===== src/rtl/mem_bus_arbiter.sv =====
// mem_bus_arbiter
//   Arbitrates the single-port data memory between the CPU datapath and a
//   DMA/peripheral master. Each access runs for WAIT+1 ACCESS cycles and is
//   followed by one RESP cycle, in which the result is presented. Simultaneous
//   requests are resolved round-robin against the previous owner.
//
// Ports
//   CLK, RSTn                 clock (rising edge), async active-low reset
//   cpu_rd, cpu_wr            CPU level requests (write wins if both high)
//   cpu_addr, cpu_wdata       CPU address / write data
//   cpu_rdata                 registered CPU read data
//   cpu_stall                 CPU must hold its state and request
//   dma_req, dma_we           DMA level request, write(1)/read(0)
//   dma_addr, dma_wdata       DMA address / write data
//   dma_rdata                 registered DMA read data
//   dma_ack                   one-cycle DMA completion pulse
//   mem_en, mem_we            memory enable / write enable
//   mem_addr, mem_wdata       memory address / write data
//   mem_rdata                 memory read data, valid in final ACCESS cycle
//   busy                      FSM is not idle
module mem_bus_arbiter #(
  parameter int unsigned AW   = 16,
  parameter int unsigned DW   = 16,
  parameter int unsigned WAIT = 1
) (
  input  logic          CLK,
  input  logic          RSTn,
  input  logic          cpu_rd,
  input  logic          cpu_wr,
  input  logic [AW-1:0] cpu_addr,
  input  logic [DW-1:0] cpu_wdata,
  output logic [DW-1:0] cpu_rdata,
  output logic          cpu_stall,
  input  logic          dma_req,
  input  logic          dma_we,
  input  logic [AW-1:0] dma_addr,
  input  logic [DW-1:0] dma_wdata,
  output logic [DW-1:0] dma_rdata,
  output logic          dma_ack,
  output logic          mem_en,
  output logic          mem_we,
  output logic [AW-1:0] mem_addr,
  output logic [DW-1:0] mem_wdata,
  input  logic [DW-1:0] mem_rdata,
  output logic          busy
);

  typedef enum logic [1:0] {
    S_IDLE   = 2'd0,
    S_ACCESS = 2'd1,
    S_RESP   = 2'd2
  } state_t;

  typedef enum logic {
    OWN_CPU = 1'b0,
    OWN_DMA = 1'b1
  } owner_t;

  localparam logic [3:0] WAIT_C = 4'(WAIT);

  state_t          state_q, state_d;
  owner_t          owner_q, owner_d;
  owner_t          last_q, last_d;
  owner_t          grant;
  logic [3:0]      cnt_q, cnt_d;
  logic            we_q, we_d;
  logic [AW-1:0]   addr_q, addr_d;
  logic [DW-1:0]   wdata_q, wdata_d;
  logic [DW-1:0]   cpu_rdata_q, cpu_rdata_d;
  logic [DW-1:0]   dma_rdata_q, dma_rdata_d;
  logic            cpu_req;

  assign cpu_req = cpu_rd | cpu_wr;

  // On a tie the master that did not own the bus last time wins.
  always_comb begin
    grant = OWN_CPU;
    if (cpu_req && dma_req) begin
      grant = (last_q == OWN_DMA) ? OWN_CPU : OWN_DMA;
    end else if (dma_req) begin
      grant = OWN_DMA;
    end
  end

  always_comb begin
    state_d     = state_q;
    owner_d     = owner_q;
    last_d      = last_q;
    cnt_d       = cnt_q;
    we_d        = we_q;
    addr_d      = addr_q;
    wdata_d     = wdata_q;
    cpu_rdata_d = cpu_rdata_q;
    dma_rdata_d = dma_rdata_q;
    case (state_q)
      S_IDLE: begin
        if (cpu_req || dma_req) begin
          state_d = S_ACCESS;
          owner_d = grant;
          last_d  = grant;
          cnt_d   = '0;
          if (grant == OWN_CPU) begin
            we_d    = cpu_wr;
            addr_d  = cpu_addr;
            wdata_d = cpu_wdata;
          end else begin
            we_d    = dma_we;
            addr_d  = dma_addr;
            wdata_d = dma_wdata;
          end
        end
      end
      S_ACCESS: begin
        if (cnt_q == WAIT_C) begin
          state_d = S_RESP;
          if (!we_q) begin
            if (owner_q == OWN_CPU) cpu_rdata_d = mem_rdata;
            else                    dma_rdata_d = mem_rdata;
          end
        end else begin
          cnt_d = cnt_q + 4'd1;
        end
      end
      S_RESP: begin
        state_d = S_IDLE;
      end
      default: begin
        state_d = S_IDLE;
      end
    endcase
  end

  always_ff @(posedge CLK or negedge RSTn) begin
    if (!RSTn) begin
      state_q     <= S_IDLE;
      owner_q     <= OWN_DMA;
      last_q      <= OWN_DMA;
      cnt_q       <= '0;
      we_q        <= 1'b0;
      addr_q      <= '0;
      wdata_q     <= '0;
      cpu_rdata_q <= '0;
      dma_rdata_q <= '0;
    end else begin
      state_q     <= state_d;
      owner_q     <= owner_d;
      last_q      <= last_d;
      cnt_q       <= cnt_d;
      we_q        <= we_d;
      addr_q      <= addr_d;
      wdata_q     <= wdata_d;
      cpu_rdata_q <= cpu_rdata_d;
      dma_rdata_q <= dma_rdata_d;
    end
  end

  assign mem_en    = (state_q == S_ACCESS);
  assign mem_we    = (state_q == S_ACCESS) & we_q;
  assign mem_addr  = addr_q;
  assign mem_wdata = wdata_q;
  assign cpu_rdata = cpu_rdata_q;
  assign dma_rdata = dma_rdata_q;
  assign dma_ack   = (state_q == S_RESP) & (owner_q == OWN_DMA);
  assign busy      = (state_q != S_IDLE);
  // Combinational from the request so a new CPU access stalls immediately.
  assign cpu_stall = cpu_req & ~((state_q == S_RESP) & (owner_q == OWN_CPU));

endmodule


===== config.mk =====
export PLATFORM = sky130hd
export DESIGN_NAME = mem_bus_arbiter
export DESIGN_NICKNAME = d
export VERILOG_FILES = /design/src/rtl/mem_bus_arbiter.sv
export SDC_FILE = /design/constraint.sdc
export NUM_CORES = 1
export LEC_CHECK = 0
export BUFFER_PORTS_ARGS = -buffer_cell sky130_fd_sc_hd__buf_2
export CAP_MARGIN = 20
export CORE_MARGIN = 1.5
export CORE_UTILIZATION = 47
export DETAILED_ROUTE_END_ITERATION = 10
export PLACE_DENSITY = 0.77
export SLEW_MARGIN = 5
export SYNTH_ARGS = -nofsm -noshare
export SYNTH_HDL_FRONTEND = slang
export SYNTH_SLANG_ARGS = --single-unit

===== constraint.sdc =====
create_clock -name CLK -period 2.8 [get_ports CLK]
set_input_delay 0.84 -clock CLK [delete_from_list [all_inputs] [get_ports CLK]]
set_output_delay 0.84 -clock CLK [all_outputs]
set_load 0.02 [all_outputs]

==> impl_results.md, run 1 <==
* Clock Tree Root: clkbuf_8
* Seq cells post-synth at between 70 and 80
* Sequential share of the synthesized area at 0.543
* Post-synth top area share at 0.535
* 1st-iter DRT viols at 130
* Met1 wire length at 3.85 mm
* DR WL met2 at 4.51 mm
* FMAX at 415 MHz
* WL/cell at 17.6 um
* Gpl congestion at 0.815
* Vias per inst at ~5.6
* Layout area overhead at 32.5%
* Worst Path Max Fanout at 38
* Syn avg cell area at 12.4 um^2
* CP required at 1.96 ns
* Dpl cells at 500
* Worst Skew at 0.00922 ns
* H-tree depth at 3
* DR vias at 2911
* GRT Total Usage at 0.249
* Post-CTS Setup Repair Bufs at 0
* Die width at 87.1 um
* Worst r2r dst: cpu_rdata[0]
* Die area at 7580 um^2
* Net count, final at 503
* CP peak stage delay at 0.42 ns
* Hold slack at slightly above 0.5 ns
* Max IR drop VDD at 0.496 mV
* Area leader, netlist: dfrtp_1
* Post-Layout Cell Count at 516
* Core area at 6830 um^2
* Clock buffer depth at 2
* Final Hold Fails at 0
* Remaining Overflow, GRT at 0
* Startpoint Class: flip-flop
* Row count at 30
* Outcome: finished clean
* # hold bufs at CTS at 0
* Clk_lat worst skew at 0.33 ns
* Met3 wire length at roughly 370 um
* Final Power at 0.00559 W
* Top cells by area, synth: dfrtp_1 (53%), a2bb2oi_1 (8.4%), a311oi_1 (8.4%), mux2_2 (7.8%), o21ai_0 (5.6%)
* Flop2flop setup slack at 0.67 ns
* Antenna Diode Count at 0
* Uppermost routed layer: met4
* Yosys cell types at 35
* Slowest CP cell: dfrtp_1
* Fin area at 4400 um^2
* Total Wirelength at 9.08 mm
* CP Class: reg2out
* Number of global-route vias before repair at 2992
* R2R cell count at 6
* Post-DP HPWL at 6.07 mm
* Initial antenna violation count at 0
* First-pass GRT wire length at between 10 and 15 mm
* Setup_tns at 0 ns
* Reg-to-reg startpoint: cnt_q[1]
* Fin crit period at 2.41 ns
* Slew Limit Fails at 0
* Setup crit end: busy
* Die Height at 87.1 um
* Layout cells sized above 1 at 0.519
* Reg clk slew, reported paths at 0.08 ns
* DRC at 0
* Sequential Area at 1800 um^2
* CP startpoint: state_q[0]
* CTS tree: built
* Post-DP Area at 4190 um^2
* Initial Util at 0.486
* Yosys warns at 0
* Post-Syn Area at 3320 um^2
* Largest net degree at the start of global routing at 73
* Clk sinks at 72
* CTS Buf Count at 9
* Final setup vio count at 0
* Number of fill cells in the layout at 582
* PortBufs at about 150
* Crit-path cells: or2_2 > buf_4 > buf_2
* Hold WC Path Type: reg2reg
* RSZ-0062 raised after global routing: false
* P_leak at 2.08 nW
* CP Capture Type: primary output
* PD cells at between 1000 and 1500 nW/um^2
* Max-cap viol count at 0
* Syn Inst Count at 268
* Final period utilization at 0.860
* DRT Pass-1 Iters at 4
* Post_cts resized at 0
* Worst-Margin Slew at 0.880 ns
* Antenna viol nets, final at 0
* Max_slew headroom at 0.412
* Multi-input gate area at approximately 1400 um^2
* I/O Pins at 155
* Mapped Nets at 356
* CP arrival at 1.57 ns
==> worst min path at each step <==
stage,from,end,slack [ns],depth (start not counted)
2_1_floorplan,cnt_q[2],cnt_q[2],0.48,1
3_3_place_gp,dma_rdata[15],dma_rdata[15],0.48,1
3_5_place_dp,dma_rdata[15],dma_rdata[15],0.49,1
4_1_cts,dma_rdata[15],dma_rdata[15],0.51,1
5_1_grt,dma_rdata[12],dma_rdata[12],0.52,1
6_report,dma_rdata[15],dma_rdata[15],0.50,1
==> through the flow <==
step                utilization  worst slack, ns
CTS                       0.645            0.400
global route              0.645            0.358
global placement          0.613            0.415
detailed placement        0.613            0.362
floorplan                     -            0.741
finish                    0.645            0.392
==> synth_stat cells <==
| cell | count |
|---|---|
| a21oi_1 | 1 |
| nor2_1 | 3 |
| nor3b_1 | 2 |
| nand2_1 | 1 |
| a32oi_1 | 1 |
| a21o_1 | 1 |
| nand2b_1 | 2 |
| or3b_4 | 1 |
| clkbuf_8 | 1 |
| o21ai_0 | 37 |
| mux2_4 | 10 |
| nand4b_1 | 1 |
| o32a_1 | 1 |
| or3_1 | 1 |
| dfstp_2 | 1 |
| a311oi_1 | 32 |
| a2bb2oi_1 | 32 |
| or4_1 | 1 |
| buf_2 | 1 |
| o21ai_1 | 1 |
| nand3_1 | 3 |
| mux2i_1 | 1 |
| or2_2 | 2 |
| mux2_2 | 23 |
| nor3_1 | 1 |
| and2_1 | 1 |
| buf_6 | 1 |
| o22ai_1 | 1 |
| nor3_2 | 1 |
| inv_1 | 5 |
| clkbuf_1 | 23 |
| o21a_1 | 1 |
| buf_12 | 1 |
| dfrtp_1 | 71 |
| ha_1 | 2 |
==> layout by cell type, fill, tap and decap left out, types with 2 or more instances in the layout <==
cell,count
a2bb2oi_1,32
a311oi_1,32
buf_12,2
buf_2,153
buf_4,8
bufinv_16,2
clkbuf_8,9
dfrtp_1,71
ha_1,2
inv_1,5
inv_6,2
mux2_2,23
mux2_4,10
nand2b_1,2
nand3_1,3
nor2_1,2
nor3b_1,2
o21ai_0,37
or2_2,2
==> state kept, by name, indices dropped and copies added, names as in the netlist <==
name	count
cnt_q	4
cpu_rdata	16
last_q	1
we_q	1
dma_rdata	16
mem_wdata	16
mem_addr	16
state_q	2
==> routing by layer <==
metal  vias to the layer above  GRT usage
met4                         0      0.145
met3                        31     0.0398
met1                      1439      0.322
li1                       1336          -
met2                       105      0.395
met5                         -          0
==> cell type report <==
| type | count | share of cell area |
|---|---|---|
| Timing Repair Buffer | 163 | 0.197 |
| Clock buffer | 10 | 0.0290 |
| Inverter | 5 | 0.00426 |
| Tap cell | 96 | 0.0273 |
| Multi-Input combinational cell | 164 | 0.313 |
| Clock inverter | 6 | 0.0205 |
| Sequential cell | 72 | 0.409 |
==> power breakdown <==
part | internal [W] | switching (W)
Clock | 0.000507 | 0.000403
Combinational | 0.00121 | 0.00158
Sequential | 0.00158 | 0.000309
Total | 0.00330 | 0.00229
==> logic make-up (layout without fill, tap and decap cells) <==
| group | count (synthesis) | after routing | share of synthesized area |
|---|---|---|---|
| AO/OA/AOI/OAI | 108 | 108 | 0.239 |
| AND/OR/NAND/NOR | 20 | 20 | 0.0376 |
| flip-flops | 72 | 72 | 0.543 |
| buffers and inverters | 32 | 184 | 0.0467 |
| adder cells (fa/ha/maj) | 2 | 2 | 0.00753 |
| multiplexers | 34 | 34 | 0.126 |
==> critical path: cells and delay by family, from the launching register on <==
family                 cells  cell delay (ns)
buffers and inverters      2             0.48
DFF                        1             0.42
and+or+nand+nor            1             0.33
Note: power is estimated with default switching activity, not from simulation.
==> run 2: changes to the inputs <==
--- a/config.mk
+++ b/config.mk
@@ -11,6 +11,7 @@
 export CORE_UTILIZATION = 47
 export DETAILED_ROUTE_END_ITERATION = 10
 export PLACE_DENSITY = 0.77
+export RECOVER_POWER = 25
 export SLEW_MARGIN = 5
 export SYNTH_ARGS = -nofsm -noshare
 export SYNTH_HDL_FRONTEND = slang
==> impl_results.md, run 2 (synthesis gave the netlist of run 1 again) <==
* Clk sinks at 72
* P_leak at between 2 and 2.5 nW
* CP Capture Type: primary output
* Antenna Diode Count at 0
* Worst hold start: dma_rdata[15]
* Post_cts resized at 0
* Number of global-route vias before repair at 2992
* DR vias at 2940
* Post-CTS Setup Repair Bufs at 0
* Commonest non-fill, non-tap cells in the layout: buf_2 (153), dfrtp_1 (71), o21ai_0 (37), a311oi_1 (32), a2bb2oi_1 (32)
* Most common cell after layout, fill and taps aside: buf_2
* # hold bufs at CTS at 0
* Final setup vio count at 0
* Number of fill cells in the layout at 584
* Multi-input gate area at 1380 um^2
* H-tree depth at 3
* PD cells at 1270 nW/um^2
* R2R cell count at 6
* Clk_lat worst skew at 0.34 ns
* Net count, final at 503
* CP arrival at 1.57 ns
* Worst r2r dst: cpu_rdata[0]
* Fin area at 4390 um^2
* DRC at 0
* CP Class: reg2out
* Max IR drop VDD at approximately 0.50 mV
* Hold WC Path Type: reg2reg
* Remaining Overflow, GRT at 0
* RSZ-0062 raised after global routing: false
* Failing checks: max-capacitance violations, max-slew violations
* PortBufs at 154
* GRT Total Usage at 0.249
* Gpl congestion at 0.815
* CTS tree: built
* First-pass GRT wire length at 14.6 mm
* Layout area overhead at 32.0%
* Flop2flop setup slack at 0.67 ns
* Core area at roughly 7000 um^2
* Post-DP Area at between 4000 and 5000 um^2
* Outcome: finished with violations
* WHS Endpoint: dma_rdata[15]
* Antenna viol nets, final at 0
* Initial Util at 0.486
* Layout cells sized above 1 at 0.519
* Sequential Area at 1800 um^2
* Initial antenna violation count at 0
* CP startpoint: state_q[0]
* Reg clk slew, reported paths at roughly 0.08 ns
* Slew Limit Fails at 73
* Max-cap viol count at 1
* CTS Buf Count at 9
* Final Hold Fails at 0
* Worst Skew at ~0.01 ns
* Fin crit period at 2.41 ns
* Max_slew headroom at -0.168
* FMAX at 416 MHz
* Row count at 30
* Total Wirelength at 9.05 mm
* Startpoint Class: flip-flop
* WL/cell at 17.5 um
* Pre-CTS setup slack at approximately 0.36 ns
* Worst-Margin Slew at between 1.5 and 2 ns
* Setup_tns at 0 ns
* Die Height at just under 90 um
* Clock buffer depth at 2
* Reg-to-reg startpoint: cnt_q[1]
* Die area at 7580 um^2
* 1st-iter DRT viols at 131
* I/O Pins at 155
* Final period utilization at 0.859
* CP required at 1.96 ns
* Vias per inst at 5.70
* Post-DP HPWL at 6.07 mm
* Clock Tree Root: clkbuf_8
* Die width at 87.1 um
* Largest net degree at the start of global routing at 73
* DRT Pass-1 Iters at 4
* Worst Path Max Fanout at 38
* Setup WS post-layout at approximately 0.4 ns
* Hold path depth at 1
==> run 2: cell types whose count changed in the layout (fill, tap and decap cells not counted) <==
cell | previous run | this run
buf_4 | 8 | 7
buf_12 | 2 | 1
clkbuf_2 | 0 | 1
clkbuf_4 | 0 | 1
==> run 2: cell type report <==
cell class | instances | share of cell area
clock buffer | 10 | 0.0291
inverter | 5 | 0.00428
multi-input combinational | 164 | 0.314
sequential | 72 | 0.411
timing repair buffer | 163 | 0.194
tap | 96 | 0.0274
clock inverter | 6 | 0.0205
==> run 2: worst max path at each step <==
| stage | slack (ns) | cells past startpoint | endpoint |
|---|---|---|---|
| floorplan | 0.74 | 7 | cpu_rdata[0] |
| global placement | 0.42 | 5 | mem_addr[13] |
| detailed placement | 0.36 | 5 | mem_addr[8] |
| CTS | 0.40 | 3 | busy |
| global route | 0.34 | 2 | cnt_q[2] |
| finish | 0.39 | 3 | busy |
==> run 2: critical path, stage by stage, from the launching register on <==
cell and delay (ns):
dfrtp_1 0.41, or2_2 0.33, buf_4 0.26, buf_2 0.21
==> run 2: metal layers <==
metal | GRT usage | wire length (um) | share of wire
met1 | 0.322 | 3690 | 0.41
met4 | 0.145 | 346 | 0.038
met3 | 0.0398 | 478 | 0.053
met2 | 0.395 | 4540 | 0.50
met5 | 0 | 0 | 0
==> run 2: report_power, final <==
| part | internal [W] | switching, W | leakage, nW | total [W] |
|---|---|---|---|---|
| clock network | 0.000507 | 0.000403 | 0.107 | 0.000910 |
| registers | 0.00158 | 0.000309 | 0.830 | 0.00189 |
| logic | 0.00121 | 0.00157 | 1.13 | 0.00278 |
==> run 2: per-stage QoR <==
step	cells	utilization	power (W)	hold WS [ns]
floorplan	268	-	0.00380	0.484
global placement	500	0.613	0.00462	0.482
detailed placement	500	0.613	0.00470	0.488
CTS	516	0.645	0.00562	0.505
global route	516	0.642	0.00591	0.521
finish	516	0.642	0.00558	0.503
==> run 3: changes to the inputs <==
--- a/config.mk
+++ b/config.mk
@@ -5,10 +5,11 @@
 export SDC_FILE = /design/constraint.sdc
 export NUM_CORES = 1
 export LEC_CHECK = 0
+export ABC_AREA = 1
 export BUFFER_PORTS_ARGS = -buffer_cell sky130_fd_sc_hd__buf_2
 export CAP_MARGIN = 20
 export CORE_MARGIN = 1.5
-export CORE_UTILIZATION = 47
+export CORE_UTILIZATION = 48
 export DETAILED_ROUTE_END_ITERATION = 10
 export PLACE_DENSITY = 0.77
 export RECOVER_POWER = 25
==> impl_results.md, run 3 <==
* Outcome: finished with violations
* Failing checks: max-capacitance violations, max-slew violations
* FMAX at 449 MHz
* Vias per inst at 4.74
* Die area at 7870 um^2
* Clock Tree Root: clkbuf_8
* CTS Buf Count at 9
* Most used cell, CP: buf_2
* 1st-iter DRT viols at 129
* Most common cell after layout, fill and taps aside: nand2_1
* CP peak stage delay at 0.20 ns
* CP required at 1.96 ns
* Clk sinks at 72
* Post-synthesis async set-or-reset flop share at 1.00
* Yosys cell types at 21
* Post-CTS Setup Repair Bufs at 0
* Max IR drop VDD at about 0.50 mV
* Max-cap viol count at 1
* Remaining Overflow, GRT at 0
* Crit-path cells: buf_2 > nor2_1 > a31oi_1 > buf_2
* Antenna viol nets, final at 0
* Initial antenna violation count at 0
* Mapped Nets at 559
* Fin util at 0.629
* CP Class: in2out
* CP arrival at 1.38 ns
* DRT Pass-1 Iters at 4
* Startpoint Class: input port
* H-tree depth at 3
* Hold path depth at 2
* Top-count cell post-synth: nand2_1
* Dpl cells at 707
* Clock buffer depth at 2
* Area leader, netlist: dfrtp_1
* Commonest non-fill, non-tap cells in the layout: nand2_1 (204), buf_2 (153), inv_1 (75), dfrtp_1 (71), nand3_1 (70)
* Worst Path Max Fanout at 2
* Commonest cells post-synth: nand2_1 (204), inv_1 (75), dfrtp_1 (71)
* Die Height at 88.7 um
* Post_cts resized at 0
* PD cells at 1130 nW/um^2
* Layout cells sized above 1 at 0.295
* Hold WC Path Type: reg2reg
* Post-Syn Area at 3530 um^2
* Number of flops mapped to enable cells by yosys at 0
* R2R cell count at 5
* CP Capture Type: primary output
* Worst hold start: cpu_rdata[0]
* RSZ-0062 raised after global routing: false
* Critical path depth in cells at 4
* Yosys warns at 0
* Final Hold Fails at 0
* CP bufs+invs at 2
* Largest delay contributor family on the critical path: buffers and inverters
* Reg-to-reg startpoint: state_q[1]
* Final setup vio count at 0
* Number of fill cells in the layout at around 660
* Layout area overhead at 28.1%
* First-pass GRT wire length at 14.2 mm
* Die width at about 89 um
* Post-synth top area share at 0.504
* Antenna Diode Count at 0
* Reg clk slew, reported paths at around 0.07 ns
* Slew Limit Fails at 32
* Worst Skew at 0.00655 ns
* Post-Layout Cell Count at 723
* I/O Pins at 155
* Total Wirelength at slightly below 9 mm
* Clk_lat worst skew at about 0.33 ns
* Number of global-route vias before repair at 3274
* Final Power at 0.00510 W
* Initial Util at 0.492
* Row count at 31
* Final period utilization at 0.795
* Fin crit period at 2.22 ns
* Max_slew headroom at -0.158
* Sequential share of the synthesized area at 0.511
* Setup_tns at 0 ns
* Top cells by area, synth: dfrtp_1 (50%), nand2_1 (22%), nand3_1 (9.9%), inv_1 (8.0%), buf_2 (1.8%)
* Net count, final at 707
* Syn Inst Count at 471
* WHS Endpoint: cpu_rdata[0]
* # hold bufs at CTS at 0
* Worst-Margin Slew at 1.74 ns
* Post-DP HPWL at between 6 and 7 mm
* Syn avg cell area at 7.49 um^2
* Seq cells post-synth at 72
* CTS tree: built
* Largest net degree at the start of global routing at between 40 and 50
* Flop2flop setup slack at 0.97 ns
* DRC at 0
* PortBufs at 154
* DR vias at between 3k and 4k
* WL/cell at 12.2 um
* GRT Total Usage at 0.237
* Main synth FF type: dfrtp_1
* Slowest CP cell: nor2_1
* Gpl congestion at 0.846
* Core area at 7180 um^2
* P_leak at 2.78 nW
* Worst r2r dst: mem_wdata[4]
==> run 3: logic make-up after synthesis <==
kind of cell	synth area share
adder cells (fa/ha/maj)	0.00709
AND/OR/NAND/NOR	0.350
flip-flops	0.511
XOR/XNOR	0.00248
AO/OA/AOI/OAI	0.0114
buffers and inverters	0.117
==> run 3: worst register-to-register path, cell delays in order (launching register included) <==
cell and delay [ns]:
dfrtp_1 0.43, nor2_1 0.20, nand2_1 0.10, inv_1 0.75, nand3_1 0.18, nand2_1 0.11
==> run 3: worst max path at each step <==
stage	from	to	slack (ns)
floorplan	cpu_rd	cpu_stall	0.71
global placement	dma_req	mem_wdata[14]	0.46
detailed placement	dma_req	mem_wdata[4]	0.42
CTS	state_q[1]	mem_we	0.57
global route	RSTn	mem_addr[15]	0.46
finish	cpu_rd	cpu_stall	0.58
==> run 3: layer usage <==
layer  global-route usage  wire length [um]
met3               0.0718               634
met2                0.419              4410
met1                0.269              3670
met4               0.0866                87
met5                    0                 0
==> run 3: where the power goes <==
group	internal (W)	switching (W)
registers	0.00157	0.000302
logic	0.000787	0.00170
clock network	0.000367	0.000378
total	0.00272	0.00238
==> run 3: layout make-up <==
type / instances / area (um^2) / share of cell area
sequential: 72 / 1800 / 0.399
inverter: 76 / 285 / 0.0632
tap: 99 / 124 / 0.0274
timing repair buffer: 158 / 812 / 0.180
clock inverter: 5 / 31.3 / 0.00693
clock buffer: 11 / 151 / 0.0335
multi-input combinational: 302 / 1310 / 0.290
==> run 3: stage by stage <==
step,hold WS (ns),worst slack [ns],cell area (um^2)
2_1_floorplan,0.449,0.709,3530
3_3_place_gp,0.448,0.456,4340
3_5_place_dp,0.454,0.419,4340
4_1_cts,0.438,0.571,4520
5_1_grt,0.494,0.458,4520
6_report,0.471,0.575,4520
